**config.mk**
```make
export PLATFORM = sky130hd
export DESIGN_NAME = core_reg_writeback
export DESIGN_NICKNAME = d
export VERILOG_FILES = /design/src/rtl/core_reg_writeback_pkg.sv /design/src/rtl/core_reg_wb_fifo.sv /design/src/rtl/core_reg_writeback.sv
export SDC_FILE = /design/constraint.sdc
export NUM_CORES = 1
export LEC_CHECK = 0
export BUFFER_PORTS_ARGS = -buffer_cell sky130_fd_sc_hd__buf_4
export CORE_MARGIN = 1.5
export CORE_UTILIZATION = 40
export DETAILED_ROUTE_END_ITERATION = 8
export GPL_ROUTABILITY_DRIVEN = 0
export PLACE_DENSITY = 0.64
export SLEW_MARGIN = 20
export SYNTH_ARGS = -nofsm -noshare
export SYNTH_HDL_FRONTEND = slang
export SYNTH_SLANG_ARGS = --single-unit
```
**constraint.sdc**
```tcl
create_clock -name clk -period 5.05 [get_ports clk]
set_input_delay 1.01 -clock clk [delete_from_list [all_inputs] [get_ports clk]]
set_output_delay 1.01 -clock clk [all_outputs]
set_load 0.01 [all_outputs]
```
**src/rtl/core_reg_writeback_pkg.sv**
```systemverilog
// Shared micro-architecture types for the writeback path: register-file
// request struct, datapath widths and the program-counter register number.
package core_reg_writeback_pkg;

  typedef logic [31:0] word;
  typedef logic [3:0]  reg_num;
  typedef logic [4:0]  psr_mode;
  typedef logic [29:0] ptr;

  typedef struct packed {
    reg_num  r;
    psr_mode mode;
    word     value;
  } wb_req;

  localparam reg_num REG_PC = 4'd15;

endpackage

```
**src/rtl/core_reg_wb_fifo.sv**
```systemverilog
// Load-result FIFO: each entry carries a live bit so that a younger ALU write
// can retire an older queued load without disturbing queue order.
module core_reg_wb_fifo
  import core_reg_writeback_pkg::*;
#(
  parameter int DEPTH = 2
) (
  input  logic        clk,
  input  logic        rst_n,
  input  logic        push,
  input  logic        push_live,
  input  wb_req       push_req,
  input  logic        pop,
  input  logic        kill,
  input  reg_num      kill_r,
  output logic        full,
  output logic        empty,
  output wb_req       head,
  output logic        head_live,
  output logic [15:0] pending
);

  localparam int AW = $clog2(DEPTH);

  wb_req             mem [DEPTH];
  logic [DEPTH-1:0]  live, live_nxt;
  logic [AW:0]       wptr, rptr;
  logic [AW-1:0]     widx, ridx;

  assign widx      = wptr[AW-1:0];
  assign ridx      = rptr[AW-1:0];
  assign empty     = (wptr == rptr);
  assign full      = (wptr[AW] != rptr[AW]) && (widx == ridx);
  assign head      = mem[ridx];
  assign head_live = live[ridx];

  // Slots outside the occupied window always hold live=0, so the mask
  // and kill logic can scan every slot without consulting the pointers.
  always_comb begin
    live_nxt = live;
    for (int i = 0; i < DEPTH; i++)
      if (kill && live[i] && (mem[i].r == kill_r)) live_nxt[i] = 1'b0;
    if (pop)  live_nxt[ridx] = 1'b0;
    if (push) live_nxt[widx] = push_live;
  end

  always_comb begin
    pending = '0;
    for (int i = 0; i < DEPTH; i++)
      if (live[i]) pending[mem[i].r] = 1'b1;
  end

  always_ff @(posedge clk or negedge rst_n) begin
    if (!rst_n) begin
      wptr <= '0;
      rptr <= '0;
      live <= '0;
    end else begin
      live <= live_nxt;
      if (push) wptr <= wptr + 1'b1;
      if (pop)  rptr <= rptr + 1'b1;
    end
  end

  always_ff @(posedge clk)
    if (push) mem[widx] <= push_req;

endmodule

```
**src/rtl/core_reg_writeback.sv**
```systemverilog
// Writeback arbiter for the single register-file write port: ALU first,
// then queued loads, then a bypassed load; r15 writes become branches.
module core_reg_writeback
  import core_reg_writeback_pkg::*;
#(
  parameter int DEPTH = 2
) (
  input  logic        clk,
  input  logic        rst_n,
  input  logic        alu_valid,
  input  reg_num      alu_r,
  input  psr_mode     alu_mode,
  input  word         alu_value,
  input  logic        ld_valid,
  output logic        ld_ready,
  input  reg_num      ld_r,
  input  psr_mode     ld_mode,
  input  word         ld_value,
  output reg_num      wr_r,
  output psr_mode     wr_mode,
  output logic        wr_enable,
  output word         wr_value,
  output logic        branch,
  output ptr          branch_target,
  output logic [15:0] pending
);

  wb_req alu_req, ld_req, head, sel;
  logic  full, empty, head_live;
  logic  ld_acc, push, push_live, pop, sel_vld;

  assign alu_req  = '{r: alu_r, mode: alu_mode, value: alu_value};
  assign ld_req   = '{r: ld_r,  mode: ld_mode,  value: ld_value};
  assign ld_ready = !full;
  assign ld_acc   = ld_valid && !full;

  // A load arriving alongside an ALU write to the same register is the
  // older of the two, so it is queued already dead.
  always_comb begin
    sel_vld   = 1'b0;
    sel       = '0;
    push      = 1'b0;
    push_live = 1'b1;
    pop       = 1'b0;
    if (alu_valid) begin
      sel_vld   = 1'b1;
      sel       = alu_req;
      push      = ld_acc;
      push_live = (ld_r != alu_r);
    end else if (!empty) begin
      pop     = 1'b1;
      sel     = head;
      sel_vld = head_live;
      push    = ld_acc;
    end else if (ld_acc) begin
      sel_vld = 1'b1;
      sel     = ld_req;
    end
  end

  core_reg_wb_fifo #(.DEPTH(DEPTH)) u_fifo (
    .clk       (clk),
    .rst_n     (rst_n),
    .push      (push),
    .push_live (push_live),
    .push_req  (ld_req),
    .pop       (pop),
    .kill      (alu_valid),
    .kill_r    (alu_r),
    .full      (full),
    .empty     (empty),
    .head      (head),
    .head_live (head_live),
    .pending   (pending)
  );

  always_ff @(posedge clk or negedge rst_n) begin
    if (!rst_n) begin
      wr_enable     <= 1'b0;
      branch        <= 1'b0;
      wr_r          <= '0;
      wr_mode       <= '0;
      wr_value      <= '0;
      branch_target <= '0;
    end else begin
      wr_enable <= sel_vld && (sel.r != REG_PC);
      branch    <= sel_vld && (sel.r == REG_PC);
      if (sel_vld) begin
        wr_r     <= sel.r;
        wr_mode  <= sel.mode;
        wr_value <= sel.value;
        if (sel.r == REG_PC) branch_target <= sel.value[31:2];
      end
    end
  end

endmodule

```
==> results of run 1 <==
[where the power goes]
group / internal (mW) / switching, mW / leakage (nW)
clock: 0.750 / 0.550 / 0.289
combinational: 1.02 / 1.36 / 2.25
sequential: 1.93 / 0.314 / 1.68
[through the flow]
step	hold WS (ns)	instance area [um^2]	power, mW	setup WS [ns]	instances
after floorplan	0.497	7250	3.72	0.871	587
after global placement	0.468	8720	4.60	1.73	959
after detailed placement	0.472	8720	4.68	1.65	959
after CTS	0.487	9320	5.99	1.66	991
after global routing	0.513	9320	6.32	1.50	991
final	0.483	9320	5.91	1.70	991
[layout make-up]
class / count / area, um^2
Fill cell: 1569 / 8520
Sequential cell: 161 / 4440
Multi-Input combinational cell: 355 / 2510
Timing Repair Buffer: 181 / 1360
Clock buffer: 18 / 439
Tap cell: 229 / 287
Clock inverter: 14 / 154
Inverter: 33 / 124
[metal layers]
| metal | up-vias | global-route usage [%] | share of wire, % |
|---|---|---|---|
| met2 | 150 | 31.3 | 48 |
| met5 | - | 0 | 0 |
| li1 | 2441 | - | - |
| met1 | 2469 | 24.7 | 45 |
| met4 | 0 | 5.09 | 0.73 |
| met3 | 10 | 5.52 | 6.6 |
[placed cells by master (no fill, tap or decap), types with 2 or more instances in the layout]
cell | netlist | routed
nand2_1 | 51 | 51
o21ai_1 | 23 | 23
mux2i_1 | 102 | 102
or2_2 | 2 | 2
clkbuf_16 | 0 | 17
nor4_1 | 2 | 2
a211oi_1 | 10 | 10
and3b_1 | 4 | 4
nand3b_1 | 3 | 3
inv_2 | 1 | 2
inv_6 | 0 | 4
a21oi_1 | 14 | 14
buf_4 | 1 | 180
o32ai_1 | 2 | 2
bufinv_16 | 0 | 2
nand2b_1 | 5 | 5
o22ai_1 | 13 | 13
clkinv_2 | 0 | 3
nor2_1 | 5 | 4
xor2_1 | 12 | 12
a221oi_2 | 4 | 4
xnor2_1 | 4 | 4
dfrtp_1 | 79 | 78
edfxtp_1 | 82 | 82
mux2_2 | 2 | 2
o21ai_0 | 50 | 50
clkinv_4 | 0 | 2
inv_1 | 32 | 31
clkinvlp_4 | 0 | 2
nand3_1 | 35 | 35
[flip-flops by register name, indices dropped and copies added, names as in the netlist]
name	count
branch_target	30
u_fifo.mem	82
branch	1
u_fifo.wptr	2
u_fifo.rptr	2
wr_enable	1
u_fifo.live	2
wr_mode	5
wr_r	4
wr_value	32
[cells by family after synthesis]
family,after synthesis
multiplexers,104
flip-flops,161
AND/OR/NAND/NOR,113
XOR/XNOR,18
buffers and inverters,71
AO/OA/AOI/OAI,120
[critical path, cell delays in order, from the launching register on]
cell and delay, ns:
dfrtp_2 0.88, buf_4 0.48, mux2_2 0.37, mux2_2 0.31, nor2_4 0.54, buf_4 0.45, o21ai_0 0.16
[worst paths after layout]
kind,endpoint,slack (ns),startpoint
worst max-delay path,wr_value[27],1.70,u_fifo.rptr[0]
worst min register to register,wr_value[3],0.48,wr_value[3]
max in group asynchronous,wr_value[30],3.85,rst_n
min in group asynchronous,wr_value[7],0.63,rst_n
worst min-delay path,wr_value[3],0.48,wr_value[3]
worst max register to register,wr_value[27],1.70,u_fifo.rptr[0]
==> results.json, run 1 <==
{
  "ff2ff_path_depth": 6,
  "h-tree-depth": 4,
  "utilization_pct": 52.2,
  "synthArstFlopShare_pct": 49.1,
  "die-area_um2": 18900,
  "hp-class": "reg2reg",
  "critPathArrivalTime_ns": 3.63,
  "layout-drive-gt1-share_pct": 30.6,
  "synth.distinct_cells": 40,
  "drt_pass1_iterations": 4,
  "area_growth_pct": 28.5,
  "drt_wl_total_mm": 17.7,
  "maxSlewHeadroom_pct": 34.1,
  "power_density_nw_per_um2": 635,
  "irDropWorstVdd_v": 0.000378,
  "antenna_found_initial": 0,
  "drc": 0,
  "synth_ff_type": "edfxtp_1",
  "worstSetupEndpointType": "flop",
  "core_area_um2": 17800,
  "ys_warn_count": 0,
  "final_hold_viol_count": 0,
  "postCtsSetupRepairBufs": 0,
  "cts_buffer_depth": 2,
  "yosys-top-cells-area": "edfxtp_1, dfrtp_1, mux2i_1, o21ai_0, nand2_1",
  "cp-start-kind": "flop",
  "grt_pass1_wl_mm": 27.2,
  "io_buffers": 175,
  "vias": 5070,
  "grt_remaining_overflow": 0,
  "cts-root-buf": "clkbuf_16",
  "nets": 835,
  "die_w_um": 138,
  "worstSetupPathType": "reg2reg",
  "synthTopCellsByCount": "mux2i_1, edfxtp_1, dfrtp_1, nand2_1, o21ai_0",
  "clk_latency_ns": 0.42,
  "synth_xor_area_share_pct": 2.54,
  "maxCapViolations": 0,
  "crit_fanout": 37,
  "postSynthCellCount": 587,
  "min_period_ns": 3.35,
  "ant_nets": 0,
  "synth_compound_area_share_pct": 9.85,
  "ys_ff_latch": 161,
  "grt_max_degree": 80,
  "post-route-period-util_pct": 66.3,
  "clk_pin_slew_ns": 0.07,
  "grt_pass1_vias": 5139,
  "clock.fmax_mhz": 299,
  "synth-edff-count": 82,
  "yosys.area.top_type": "edfxtp_1",
  "netlist_area_um2": 7250,
  "viasPerCell": 5.12,
  "synthMuxAreaShare_pct": 14.4,
  "cts_resized": 0,
  "cts_hold_buffers": 0,
  "hold_depth": 2,
  "synthSimpleGateAreaFrac_pct": 7.66,
  "worst_pin_slew_ns": 0.987,
  "netlist.area_leader.share_pct": 34.0,
  "die_h_um": 138,
  "syn_nets": 673,
  "cts_tree": "built",
  "avgRoutedWirePerCell_um": 17.9,
  "drtIter0Drc": 206,
  "place.detailed.hpwl_mm": 12.1,
  "tns_ns": 0,
  "rows": 49,
  "leakagePower_nw": 4.21,
  "diodes": 0,
  "status": "finished, final reports clean",
  "grt_usage_pct": 19.1,
  "finalSetupViolations": 0,
  "synth.most_common_cell": "mux2i_1",
  "finClkSkew_ns": 0.0108,
  "ioPinCount": 176,
  "start_util_pct": 40.6,
  "synthAdderAreaFrac_pct": 0,
  "slew_violations": 0,
  "seq_area_frac_synth_pct": 61.2,
  "avgSynthCellArea_um2": 12.4,
  "cts.sinks": 161,
  "rsz0062_at_grt": "false",
  "synth_top_family_by_area": "multiplexers",
  "critPathRequiredTime_ns": 5.34,
  "numCtsBuffers": 17
}
Note: power is estimated with default switching activity, not from simulation.
==> inputs of run 2 (changes only) <==
- clock period: 5.05 -> 3.49 ns (I/O delays scaled with it)
==> run 2 against run 1 <==
  * Sequential power up 42%
  * First-iteration DRC count up 46%
  * Via count up 1.5%
  * Critical endpoint is now branch_target[3]
==> results.json, run 2 (synthesis gave the netlist of run 1 again) <==
{
  "clock.fmax_mhz": 370,
  "critPathArrivalTime_ns": 3.00,
  "die_h_um": 138,
  "grt_pass1_wl_mm": 27.1,
  "grt_usage_pct": 18.9,
  "worst_pin_slew_ns": 0.756,
  "io_buffers": 175,
  "hp-class": "in2async",
  "grt_pass1_vias": 5292,
  "area_growth_pct": 30.2,
  "die-area_um2": 18900,
  "maxCapViolations": 0,
  "power_density_nw_per_um2": 931,
  "finalSetupViolations": 0,
  "layout-drive-gt1-share_pct": 30.9,
  "slew_violations": 0,
  "ant_nets": 0,
  "vias": 5146,
  "total_power_mw": 8.78,
  "postCtsSetupRepairBufs": 0,
  "h-tree-depth": 4,
  "rsz0062_at_grt": "false",
  "cts_hold_buffers": 0,
  "status": "finished, final reports clean",
  "cts_buffer_depth": 2,
  "clk_pin_slew_ns": 0.06,
  "post-route-period-util_pct": 77.4,
  "layoutNonFillerInstCount": 995,
  "cp-start-kind": "flop",
  "worstSetupPathType": "reg2reg",
  "seq_area_um2": 4440,
  "final_common_cell": "buf_4",
  "irDropWorstVdd_v": 0.000398,
  "cts-root-buf": "clkbuf_16",
  "rows": 49,
  "core_area_um2": 17800,
  "place_inst": 963,
  "layout.cells.most_common_list": "buf_4, mux2i_1, edfxtp_1",
  "viasPerCell": 5.17,
  "grt_max_degree": 80,
  "numCtsBuffers": 17,
  "reg_top3": "u_fifo.mem: 82 flops, wr_value: 32 flops, branch_target: 30 flops",
  "utilization_pct": 52.9,
  "place.detailed.hpwl_mm": 12.1,
  "min_period_ns": 2.70,
  "maxSlewHeadroom_pct": 49.6,
  "worstSetupEndpointType": "flop",
  "critPathRequiredTime_ns": 3.78,
  "drt_pass1_iterations": 4,
  "drc": 0,
  "multi_input_area_um2": 2510,
  "leakagePower_nw": 4.27,
  "finClkSkew_ns": 0.0117,
  "avgRoutedWirePerCell_um": 17.6,
  "grt_remaining_overflow": 0,
  "start_util_pct": 40.6,
  "ioPinCount": 176,
  "nFillCells": 1545,
  "largest_reg_flops": 82,
  "drt_wl_total_mm": 17.6,
  "drtIter0Drc": 301,
  "diodes": 0,
  "antenna_found_initial": 0,
  "die_w_um": 138,
  "clk_latency_ns": 0.42,
  "cts_resized": 0,
  "final_hold_viol_count": 0,
  "cts_tree": "built",
  "tns_ns": 0,
  "crit_fanout": 34,
  "cts.sinks": 161,
  "nets": 839,
  "top_register": "u_fifo.mem"
}
## run 2: cell types whose count changed in the layout (fill, tap and decap cells not counted), moves of 2 or more
| cell | before | now |
|---|---|---|
| clkinvlp_4 | 2 | 0 |
| inv_4 | 0 | 2 |
| buf_12 | 0 | 3 |
| bufinv_16 | 2 | 4 |
| clkbuf_8 | 1 | 3 |
| inv_6 | 4 | 1 |
## run 2: worst paths after layout
kind | startpoint | end | slack, ns | depth (start not counted)
max | u_fifo.rptr[1] | branch_target[3] | 0.79 | 7
min | rst_n | wr_value[6] | 0.33 | 1
max reg2reg | u_fifo.rptr[1] | branch_target[3] | 0.79 | 7
min reg2reg | wr_value[8] | wr_value[8] | 0.48 | 2
max in group asynchronous | rst_n | u_fifo.rptr[0] | 2.62 | 1
min in group clk | ld_value[9] | u_fifo.mem[1][9] | 0.47 | 1
## run 2: cell type report
cell class | instances | area share [%]
clock buffers | 20 | 4.94
clock inverters | 12 | 1.88
repair buffers | 185 | 15.2
multi-input cells | 355 | 26.6
flip-flops and latches | 161 | 47.1
inverters | 33 | 1.31
well taps | 229 | 3.04
## run 2: critical path, stage by stage, from the launching register on
cell	delay [ns]
dfrtp_1	0.42
xnor2_2	0.38
and2_4	0.45
a221oi_2	0.16
nor4_4	0.39
o21ai_4	0.27
buf_4	0.32
mux2i_1	0.16
## run 2: power by group
part           total, mW  internal, mW  switching, mW
Clock               2.01          1.26          0.751
Combinational       3.59          1.55           2.03
Sequential          3.19          2.79          0.402
## run 2: metrics by stage
step | instance area [um^2] | hold WS [ns] | worst slack [ns]
global route | 9440 | 0.380 | 0.610
detailed placement | 8790 | 0.476 | 0.537
CTS | 9430 | 0.450 | 0.740
global placement | 8790 | 0.468 | 0.670
finish | 9440 | 0.326 | 0.787
floorplan | 7250 | 0.402 | 0.416
## run 2: layer usage
metal,up-vias,track usage (%),share of wire [%]
met2,162,30.7,47
li1,2452,-,-
met3,21,6.29,7.1
met4,0,5.67,1.3
met5,-,0,0
met1,2511,23.9,44
